`src/rtl/acc_datapath.sv`:
```
//==============================================================================
// Module      : acc_datapath
// Description : 16-bit accumulator (AH:AL) with an 8-bit ALU against BREG.
//               Supports externally sequenced shift-add multiply and
//               restoring divide. Drives AH onto the shared bus.
//               Optional macro ACC_OVF_FLAG_EN adds a registered signed
//               overflow flag for add/sub loads.
// Revision    : 1.0 - initial release
//==============================================================================
`default_nettype none

module acc_datapath #(
    parameter int DW = 8
) (
    input  logic          clk,
    input  logic          reset_n,
    input  logic [DW-1:0] bus_in,
    input  logic [DW-1:0] breg_in,
    input  logic [1:0]    acc_high_select,
    input  logic [1:0]    acc_low_select,
    input  logic          acc_in_select,
    input  logic          acc_high_reset_p,
    input  logic          acc_oen,
    input  logic          op_add,
    input  logic          op_sub,
    input  logic          op_and,
    input  logic          op_mul,
    input  logic          op_div,
    output logic [DW-1:0] bus_out,
    output logic          bus_oe,
    output logic [DW-1:0] acc_high,
    output logic [DW-1:0] acc_low,
    output logic          zero_flag,
    output logic          sign_flag
`ifdef ACC_OVF_FLAG_EN
    ,
    output logic          ovf_flag
`endif
);

    localparam logic [1:0] c_SEL_HOLD  = 2'b00;
    localparam logic [1:0] c_SEL_RIGHT = 2'b01;
    localparam logic [1:0] c_SEL_LEFT  = 2'b10;
    localparam logic [1:0] c_SEL_LOAD  = 2'b11;

    logic [DW-1:0] r_ah;
    logic [DW-1:0] r_al;
    logic          r_carry;
    logic          r_mul_last;

    logic [DW:0]   w_sum;
    logic [DW:0]   w_diff;
    logic [DW-1:0] w_alu_res;
    logic          w_carry_nxt;
    logic          w_div_op;
    logic          w_div_bit;
    logic [DW-1:0] w_ah_nxt;
    logic [DW-1:0] w_al_nxt;

    assign w_sum  = {1'b0, r_ah} + {1'b0, breg_in};
    assign w_diff = {1'b0, r_ah} - {1'b0, breg_in};

    // ALU: one operation per cycle, add > sub > and > mul > div
    always_comb begin
        w_alu_res   = r_ah;
        w_carry_nxt = r_carry;
        w_div_op    = 1'b0;
        w_div_bit   = 1'b0;
        if (op_add) begin
            w_alu_res   = w_sum[DW-1:0];
            w_carry_nxt = w_sum[DW];
        end else if (op_sub) begin
            w_alu_res   = w_diff[DW-1:0];
            w_carry_nxt = w_diff[DW];
        end else if (op_and) begin
            w_alu_res   = r_ah & breg_in;
        end else if (op_mul) begin
            if (r_al[0]) begin
                w_alu_res   = w_sum[DW-1:0];
                w_carry_nxt = w_sum[DW];
            end else begin
                w_carry_nxt = 1'b0;
            end
        end else if (op_div) begin
            // No borrow means AH >= B; B = 0 always takes this branch
            w_div_op = 1'b1;
            if (!w_diff[DW]) begin
                w_alu_res = w_diff[DW-1:0];
                w_div_bit = 1'b1;
            end
        end
    end

    // AH next value: synchronous clear beats the select code
    always_comb begin
        w_ah_nxt = r_ah;
        if (acc_high_reset_p) begin
            w_ah_nxt = '0;
        end else begin
            case (acc_high_select)
                c_SEL_RIGHT: w_ah_nxt = {(r_mul_last && (acc_low_select == c_SEL_RIGHT)) & r_carry,
                                         r_ah[DW-1:1]};
                c_SEL_LEFT:  w_ah_nxt = {r_ah[DW-2:0],
                                         (acc_low_select == c_SEL_LEFT) & r_al[DW-1]};
                c_SEL_LOAD:  w_ah_nxt = acc_in_select ? bus_in : w_alu_res;
                default:     w_ah_nxt = r_ah;
            endcase
        end
    end

    // AL next value: quotient bit insertion only while AL is holding
    always_comb begin
        w_al_nxt = r_al;
        case (acc_low_select)
            c_SEL_HOLD:  w_al_nxt = w_div_op ? {r_al[DW-1:1], w_div_bit} : r_al;
            c_SEL_RIGHT: w_al_nxt = {(acc_high_select == c_SEL_RIGHT) & r_ah[0], r_al[DW-1:1]};
            c_SEL_LEFT:  w_al_nxt = {r_al[DW-2:0], 1'b0};
            c_SEL_LOAD:  w_al_nxt = r_ah;
            default:     w_al_nxt = r_al;
        endcase
    end

    // Accumulator, carry and multiply-continuation state
    always_ff @(posedge clk or negedge reset_n) begin
        if (!reset_n) begin
            r_ah       <= '0;
            r_al       <= '0;
            r_carry    <= 1'b0;
            r_mul_last <= 1'b0;
        end else begin
            r_ah       <= w_ah_nxt;
            r_al       <= w_al_nxt;
            r_carry    <= w_carry_nxt;
            r_mul_last <= op_mul;
        end
    end

`ifdef ACC_OVF_FLAG_EN
    logic w_alu_ovf;
    logic r_ovf;

    // Signed overflow of the selected add or sub
    always_comb begin
        w_alu_ovf = 1'b0;
        if (op_add) begin
            w_alu_ovf = (r_ah[DW-1] == breg_in[DW-1]) && (w_sum[DW-1] != r_ah[DW-1]);
        end else if (op_sub) begin
            w_alu_ovf = (r_ah[DW-1] != breg_in[DW-1]) && (w_diff[DW-1] != r_ah[DW-1]);
        end
    end

    // Overflow flag captured on add/sub cycles that load AH
    always_ff @(posedge clk or negedge reset_n) begin
        if (!reset_n) begin
            r_ovf <= 1'b0;
        end else if (acc_high_reset_p) begin
            r_ovf <= 1'b0;
        end else if ((acc_high_select == c_SEL_LOAD) && (op_add || op_sub)) begin
            r_ovf <= w_alu_ovf;
        end
    end

    assign ovf_flag = r_ovf;
`endif

    assign bus_out   = acc_oen ? r_ah : '0;
    assign bus_oe    = acc_oen;
    assign acc_high  = r_ah;
    assign acc_low   = r_al;
    assign zero_flag = (r_ah == '0);
    assign sign_flag = r_ah[DW-1];

endmodule

`default_nettype wire

```
`config.mk`:
```
export PLATFORM = sky130hd
export DESIGN_NAME = acc_datapath
export DESIGN_NICKNAME = d
export VERILOG_FILES = /design/src/rtl/acc_datapath.sv
export SDC_FILE = /design/constraint.sdc
export NUM_CORES = 1
export LEC_CHECK = 0
export ABC_CLOCK_PERIOD_IN_PS = 5050
export CELL_PAD_IN_SITES_DETAIL_PLACEMENT = 0
export CELL_PAD_IN_SITES_GLOBAL_PLACEMENT = 1
export CORE_UTILIZATION = 38
export CTS_CLUSTER_SIZE = 10
export DETAILED_ROUTE_END_ITERATION = 8
export PLACE_DENSITY = 0.95
export SLEW_MARGIN = 0
export SYNTH_ARGS = -nofsm -noshare
export SYNTH_HDL_FRONTEND = slang
export SYNTH_SLANG_ARGS = --single-unit
export TNS_END_PERCENT = 100
```
`constraint.sdc`:
```
create_clock -name clk -period 5.05 [get_ports clk]
set_input_delay 0.7575 -clock clk [delete_from_list [all_inputs] [get_ports clk]]
set_output_delay 0.7575 -clock clk [all_outputs]
set_load 0.01 [all_outputs]
```
# Yosys cells after proc, flatten, opt, wreduce, memory -nomap -nowiden
# Cells that the tools add are included.
[op_classes]
bitwise_logic = 4
reduce_logical = 7
mux = 29
eq_ne = 11
addsub = 2
[ops]
columns = ["operator", "n"]
rows = [
  ["$mux W8", 10],
  ["$pmux W8 S4", 1],
  ["$ne A8 B8 Y1 const B", 3],
  ["$pmux W8 S3", 1],
  ["$mux W1", 17],
  ["$add A8 B8 Y9", 1],
  ["$sub A8 B8 Y9", 1],
  ["$and A8 B8 Y8", 1],
  ["$eq A2 B2 Y1 const B", 4],
  ["$logic_not A8 Y1", 1],
  ["$eq A2 B1 Y1 const B", 2],
  ["$reduce_and A4 Y1", 1],
  ["$reduce_bool A4 Y1", 1],
  ["$and A1 B1 Y1", 3],
  ["$ne A3 B3 Y1 const B", 1],
  ["$reduce_bool A3 Y1", 1],
  ["$logic_not A2 Y1", 1],
  ["$ne A2 B2 Y1 const B", 1],
  ["$reduce_and A2 Y1", 1],
  ["$logic_and A1 B1 Y1", 1],
]
[totals]
output_inout_bits = 27
inputBits = 30
wordCells = 58
register_bits = 18

# Longest topological paths before layout
# Gate-level depths: netlist of the first run.
[logic_depth]
ltp_word = 10
ltp_mapped = 10
ltp_nobuf = 10

# Worst setup path after synthesis of the first run
# Ideal clock, no wire load.
[synth_timing]
kind = "input -> register"
startpoint = "in breg_in[5]"
endpoint = "reg r_ah[1], in the netlist acc_high[1]"
required_ps = 4925
path_buffers = 1
t_arrival_ps = 2549
slack_ps = 2376
path_stages = 9
cell_sequence = "inv_1 ha_1 buf_6 and2_4 a221o_1 o211ai_2 nand3_4 a21o_4 mux2_4"
[synth_via]
elab_chain_cells = 3
[synth_rtl]
columns = ["element", "line", "source"]
rows = [
  ["start, declared", "18", "input logic [DW-1:0] breg_in,"],
  ["$sub A8 B8 Y9", "61", "assign w_diff = {1'b0, r_ah} - {1'b0, breg_in};"],
  ["$ne A8 B8 Y1 (no line)", "-", ""],
  ["$reduce_and A4 Y1 (no line)", "-", ""],
  ["end signal, assigned", "131", "r_ah <= w_ah_nxt;"],
  ["end, declared", "46", "logic [DW-1:0] r_ah;"],
]
# Every way passes these cells.
# A chain may end at the register's enable or synchronous reset.

# Final worst setup path of the first run
[layout_timing]
startpoint = "in breg_in[0]"
endpoint = "reg r_ah[6], in the netlist acc_high[6]"
[layout_via]
elab_chain_cells = 10
word_cells_on_any_way = 14
classes_between = "2 x add/sub; 1 x eq/ne; 10 x mux; 1 x reduce/logical"
[layout_rtl]
columns = ["element", "line", "source"]
rows = [
  ["$sub A8 B8 Y9", "61", ""],
  ["$mux W8", "87", "if (!w_diff[DW]) begin"],
  ["$mux W8", "84", "end else if (op_div) begin"],
  ["$mux W8", "77", "end else if (op_mul) begin"],
  ["$mux W8", "75", "end else if (op_and) begin"],
  ["$mux W8", "72", "end else if (op_sub) begin"],
  ["$mux W8", "69", "if (op_add) begin"],
  ["$mux W8", "105", "c_SEL_LOAD: w_ah_nxt = acc_in_select ? bus_in : w_alu_res;"],
  ["$pmux W8 S3", "100", "case (acc_high_select)"],
  ["$mux W8", "97", "if (acc_high_reset_p) begin"],
]
# Several ways; a longest one is shown, not always the timed one. The select of a mux whose other input is x is not followed.

==> results of run 1 <==
## cells in the mapped netlist, drive strengths merged (6+ instances only)
cell,n
a211oi,7
a21oi,18
and2,11
clkbuf,10
dfrtp,18
ha,17
inv,16
mux4,7
nand2,8
nand2b,6
nor2,24
o21ai,7
## where the power goes
part | internal, mW | switching [mW] | total [mW]
registers | 0.163 | 0.0329 | 0.196
logic | 0.145 | 0.129 | 0.274
clock network | 0.0695 | 0.0531 | 0.123
## worst max-delay path, cell delays in order
cell,delay (ns)
clkdlybuf4s50_1,0.46
ha_1,0.26
fa_1,0.39
nor2b_1,0.16
o311ai_1,0.38
a211oi_1,0.13
a2111oi_0,0.49
a211oi_1,0.09
a211oi_1,0.24
## worst max path at each step
stage / depth (start not counted) / end / from
2_1_floorplan: 9 / acc_high[1] / breg_in[5]
3_3_place_gp: 9 / acc_high[6] / breg_in[0]
3_5_place_dp: 10 / acc_high[3] / breg_in[0]
4_1_cts: 9 / acc_high[6] / breg_in[0]
5_1_grt: 9 / acc_high[6] / breg_in[0]
6_report: 9 / acc_high[6] / breg_in[0]
## per-layer routing
layer	vias up	track usage (%)
li1	1014	-
met1	1075	32.0
met2	131	37.1
met3	27	2.98
met4	0	7.12
met5	-	0
## cell families (layout without fill, tap and decap cells)
| logic type | after synthesis | count (layout) |
|---|---|---|
| simple gates | 81 | 81 |
| compound gates | 78 | 78 |
| buf+inv | 31 | 77 |
| fa+ha+maj | 19 | 19 |
| flops | 18 | 18 |
| mux | 13 | 13 |
| xor+xnor | 3 | 3 |
## through the flow
step	setup slack [ns]	utilization, %	cells	power, mW	cell area [sq um]
floorplan	2.38	-	243	0.352	2120
global placement	1.72	51.5	355	0.464	2700
detailed placement	1.70	51.5	355	0.469	2700
CTS	1.96	52.6	359	0.590	2750
global route	1.81	52.6	359	0.625	2750
finish	1.87	52.6	359	0.593	2750
## cell type report
type | count | area (sq um)
timing repair buffer | 57 | 568
inverter | 16 | 60.1
clock buffer | 4 | 55.1
sequential | 18 | 450
multi-input combinational | 194 | 1530
fill | 477 | 2480
tap | 70 | 87.6
## registers in the layout, summed over array words and instances (netlist names)
| signal | count |
|---|---|
| r_mul_last | 1 |
| r_carry | 1 |
| acc_low | 8 |
| acc_high | 8 |
==> impl_metrics.toml, run 1 <==
[synthesis]
synth_edf_count = 0
synthAdderAreaFrac_pct = 11.9
synth_xor_area_share_pct = 1.24
synthCells = 243
synth-compound-area-share_pct = 26.7
yosys.area.top_type_share_pct = 21.2
syn_area_sq_um = 2120
syn_nets = 292
synth.area.mux_share_pct = 11.1
syn_avg_cell_area_sq_um = 8.73
yosys_warnings = 0
synth_top_area_cell = "dfrtp_1"
synth_cell_type_count = 63
seq_area_frac_synth_pct = 21.2
synth_seq_cells = 18
ys.flop_type = "dfrtp_1"
synth_top_family_by_area = "compound AO/OA/AOI/OAI gates"
yosys-top-cells-area = "dfrtp_1 21%, ha_1 10%, mux4_2 7.4%"
synth_async_sr_flop_share_pct = 100
yosys.area_share.simple_pct = 21.3

[sta]
tightest_slew_ns = 0.812
hold_ws_ns = 0.642
hold_viol = 0
setup_tns_ns = 0
timing.slew.headroom_pct = 45.7
skew_ns = 0.00256
fin_crit_ns = 3.18
setup_viol = 0
fin_crit_sh_pct = 63.0
report.final.slew_viol_count = 0
max_freq_mhz = 314
rsz0062_at_grt = "no"

[place]
io_buffers = 56
dp_hpwl_um = 4920
place.gp.congestion = 0.901

[layout]
final_nets = 339
drive_above_1_share_pct = 9.00
layout_commonest_cell = "clkdlybuf4s50_1"
areaGrowthSynthToFinish_pct = 29.9
diodes = 0
layout_common_cells = "56 x clkdlybuf4s50_1, 24 x nor2_1, 18 x a21oi_1, 18 x dfrtp_1, 17 x ha_1"

[cts]
insertion_delay_ns = 0.26
cts_root_buffer = "clkbuf_8"
cts.sinks = 18
clk_path_buf_depth = 2
cts_setup_buffers = 0
ctsResizeCount = 0
cts_tree = "built"
cts-htree-levels = 1
cts_hold_buf = 0
numCtsBuffers = 3
path_clk_slew_ns = 0.07

[worst_setup_path]
timing.rr.start = "acc_high[0]"
worstRegToRegCells = 10
critPathKind = "input port to flip-flop"
start_kind = "input port"
end_kind = "flip-flop"
crit_required_ns = 5.22
path_max_fanout = 3
crit_arrival_ns = 3.35
rrSetupSlack_ns = 2.25
reg2reg_to = "acc_high[1]"

[routing]
routedWlPerCell_um = 18.5
drc_errors = 0
routed-via-count = 2247
vias_per_cell = 6.26
wl_met2_um = 2980
met1_length_um = 2890
top_layer = "met4"
drtIter0Drc = 286
wl_met3_um = 527
drt-total-wl_um = 6630
ant_nets = 0
dr.pass1.iters = 5

[hold_path]
holdCritStartpoint = "acc_low[3]"
holdCritPathClass = "flip-flop to flip-flop"
holdPathEnd = "acc_low[3]"
whs_path_depth = 1

[power_and_ir_drop]
p_leak_nw = 1.11
power.density_nw_per_um2 = 215
peakVddDrop_mv = 0.119

[floorplan]
die_width_um = 76.7
die_area_sq_um = 5880
start_util_pct = 40.5
boundaryPins = 57
core-area_sq_um = 5240
die_h_um = 76.7
std_cell_rows = 26

[job]
cap_violations = 0

[global_routing]
grt-ovfl-total = 0
grt_pass1_wl_um = 10900
grt_usage_pct = 23.1
antenna_found_initial = 0
grt_pass1_vias = 2091
grt_max_degree = 19

[status]
status = "finished, final reports clean"
No activity file was read; power rests on OpenSTA's default activity.
==> run 2: changes to the inputs <==
--- a/config.mk
+++ b/config.mk
@@ -5,13 +5,13 @@
 export SDC_FILE = /design/constraint.sdc
 export NUM_CORES = 1
 export LEC_CHECK = 0
-export ABC_CLOCK_PERIOD_IN_PS = 5050
+export ABC_CLOCK_PERIOD_IN_PS = 3150
 export CELL_PAD_IN_SITES_DETAIL_PLACEMENT = 0
 export CELL_PAD_IN_SITES_GLOBAL_PLACEMENT = 1
-export CORE_UTILIZATION = 38
+export CORE_UTILIZATION = 36
 export CTS_CLUSTER_SIZE = 10
 export DETAILED_ROUTE_END_ITERATION = 8
-export PLACE_DENSITY = 0.95
+export PLACE_DENSITY = 0.92
 export SLEW_MARGIN = 0
 export SYNTH_ARGS = -nofsm -noshare
 export SYNTH_HDL_FRONTEND = slang
==> constraint.sdc (replaced) <==
create_clock -name clk -period 3.15 [get_ports clk]
set_input_delay 0.4725 -clock clk [delete_from_list [all_inputs] [get_ports clk]]
set_output_delay 0.4725 -clock clk [all_outputs]
set_load 0.01 [all_outputs]
==> impl_metrics.toml, run 2 (synthesis gave the netlist of run 1 again) <==
[status]
status = "finished, final reports clean"

[sta]
setup_tns_ns = 0
fin_ws_ns = 0.339
setup_viol = 0
timing.slew.headroom_pct = 45.0
max_freq_mhz = 356
hold_ws_ns = 0.656
fin_crit_sh_pct = 89.3
tightest_slew_ns = 0.822
rsz0062_at_grt = "no"
hold_viol = 0
report.final.slew_viol_count = 0
skew_ns = 0.00256
fin_crit_ns = 2.81

[place]
place.gp.congestion = 0.872
pre_cts_slack_ns = 0.0953
io_buffers = 56
dp_hpwl_um = 5350
placed_area_sq_um = 2780

[worst_setup_path]
crit_required_ns = 3.29
timing.critical_path.buf_inv = 2
critPathKind = "input port to flip-flop"
end_kind = "flip-flop"
reg2reg_to = "acc_high[1]"
crit_chain = "clkdlybuf4s50_1, ha_1, inv_1, fa_1, a21o_1, and3_1, o211ai_2, nand3_4, a21o_4, mux2_4"
timing.rr.start = "acc_high[0]"
path_max_fanout = 7
crit_family = "compound AO/OA/AOI/OAI gates"
crit_arrival_ns = 2.95
worstRegToRegCells = 10
start_kind = "input port"
slowest_stage = "clkdlybuf4s50_1"
rrSetupSlack_ns = 0.47
cpPeakStageDelay_ns = 0.52

[layout]
layout_commonest_cell = "clkdlybuf4s50_1"
drive_above_1_share_pct = 12.3
areaGrowthSynthToFinish_pct = 33.9
design_area_sq_um = 2840
layout_common_cells = "56 x clkdlybuf4s50_1, 24 x nor2_1, 18 x a21oi_1, 18 x dfrtp_1, 17 x ha_1"
diodes = 0
nFillCells = 518
final_nets = 350

[cts]
cts_setup_buffers = 0
cts-htree-levels = 1
clk_path_buf_depth = 2
cts_root_buffer = "clkbuf_8"
ctsResizeCount = 0
cts.sinks = 18
numCtsBuffers = 3
path_clk_slew_ns = 0.07
cts_tree = "built"
cts_hold_buf = 0
insertion_delay_ns = 0.26

[floorplan]
core-area_sq_um = 5610
die_area_sq_um = 6200
die_width_um = 78.8
std_cell_rows = 27
boundaryPins = 57
start_util_pct = 37.8
die_h_um = 78.8

[routing]
vias_per_cell = 5.91
ant_nets = 0
drtIter0Drc = 220
wl_met2_um = 3310
met1_length_um = 2860
routedWlPerCell_um = 18.3
top_layer = "met4"
wl_met3_um = 542
routed-via-count = 2197
drc_errors = 0
dr.pass1.iters = 5
drt-total-wl_um = 6800

[global_routing]
grt-ovfl-total = 0
antenna_found_initial = 0
grt_max_degree = 19
grt_pass1_wl_um = 10900
grt_usage_pct = 22.6
grt_pass1_vias = 2171

[job]
cap_violations = 0

[hold_path]
whs_path_depth = 1
holdPathEnd = "acc_low[7]"
holdCritStartpoint = "acc_low[7]"
holdCritPathClass = "flip-flop to flip-flop"

[power_and_ir_drop]
p_leak_nw = 1.16
power_uw = 967
peakVddDrop_mv = 0.244
power.density_nw_per_um2 = 341
==> run 2: cell count changes in the layout (fill, tap and decap cells not counted) <==
cell,change
buf_4,+11
==> run 2: worst register-to-register path: cells and delay by family (launching register included) <==
| kind | cells | cell delay [ns] |
|---|---|---|
| AOI/OAI and AO/OA | 3 | 0.69 |
| DFF | 1 | 0.42 |
| adders and majority gates | 2 | 0.58 |
| muxes | 1 | 0.31 |
| and+or+nand+nor | 2 | 0.35 |
| buffers and inverters | 2 | 0.22 |
==> run 2: metrics by stage <==
step / util, % / std cells
2_1_floorplan: - / 243
3_3_place_gp: 49.6 / 368
3_5_place_dp: 49.6 / 368
4_1_cts: 50.6 / 372
5_1_grt: 50.6 / 372
6_report: 50.6 / 372
==> run 2: layout make-up <==
class                           count  area (sq um)  share of cell area (%)
Inverter                           16          60.1                    2.12
Multi-Input combinational cell    194          1530                    54.0
Tap cell                           72          90.1                    3.17
Sequential cell                    18           450                    15.9
Clock buffer                        4          55.1                    1.94
Timing Repair Buffer               68           651                    22.9
==> run 2: worst max-delay path by stage <==
stage,from,endpoint,slack (ns),depth (start not counted)
after global routing,breg_in[0],acc_high[6],0.15,10
after CTS,breg_in[0],acc_high[1],0.34,10
after floorplan,acc_high[0],acc_high[1],0.68,10
after global placement,breg_in[0],acc_high[3],0.16,10
final,breg_in[0],acc_high[1],0.34,10
after detailed placement,breg_in[0],acc_high[1],0.1,10
==> run 2: routing by layer <==
layer / up-vias / GRT usage [%]
met4: 0 / 5.74
met1: 1040 / 28.2
met2: 105 / 39.7
li1: 1038 / -
met5: - / 0
met3: 14 / 4.37
==> run 2: report_power, final <==
group	switching (mW)	internal [mW]	total, mW
Combinational	0.221	0.248	0.469
Clock	0.0825	0.111	0.194
Sequential	0.0433	0.261	0.305
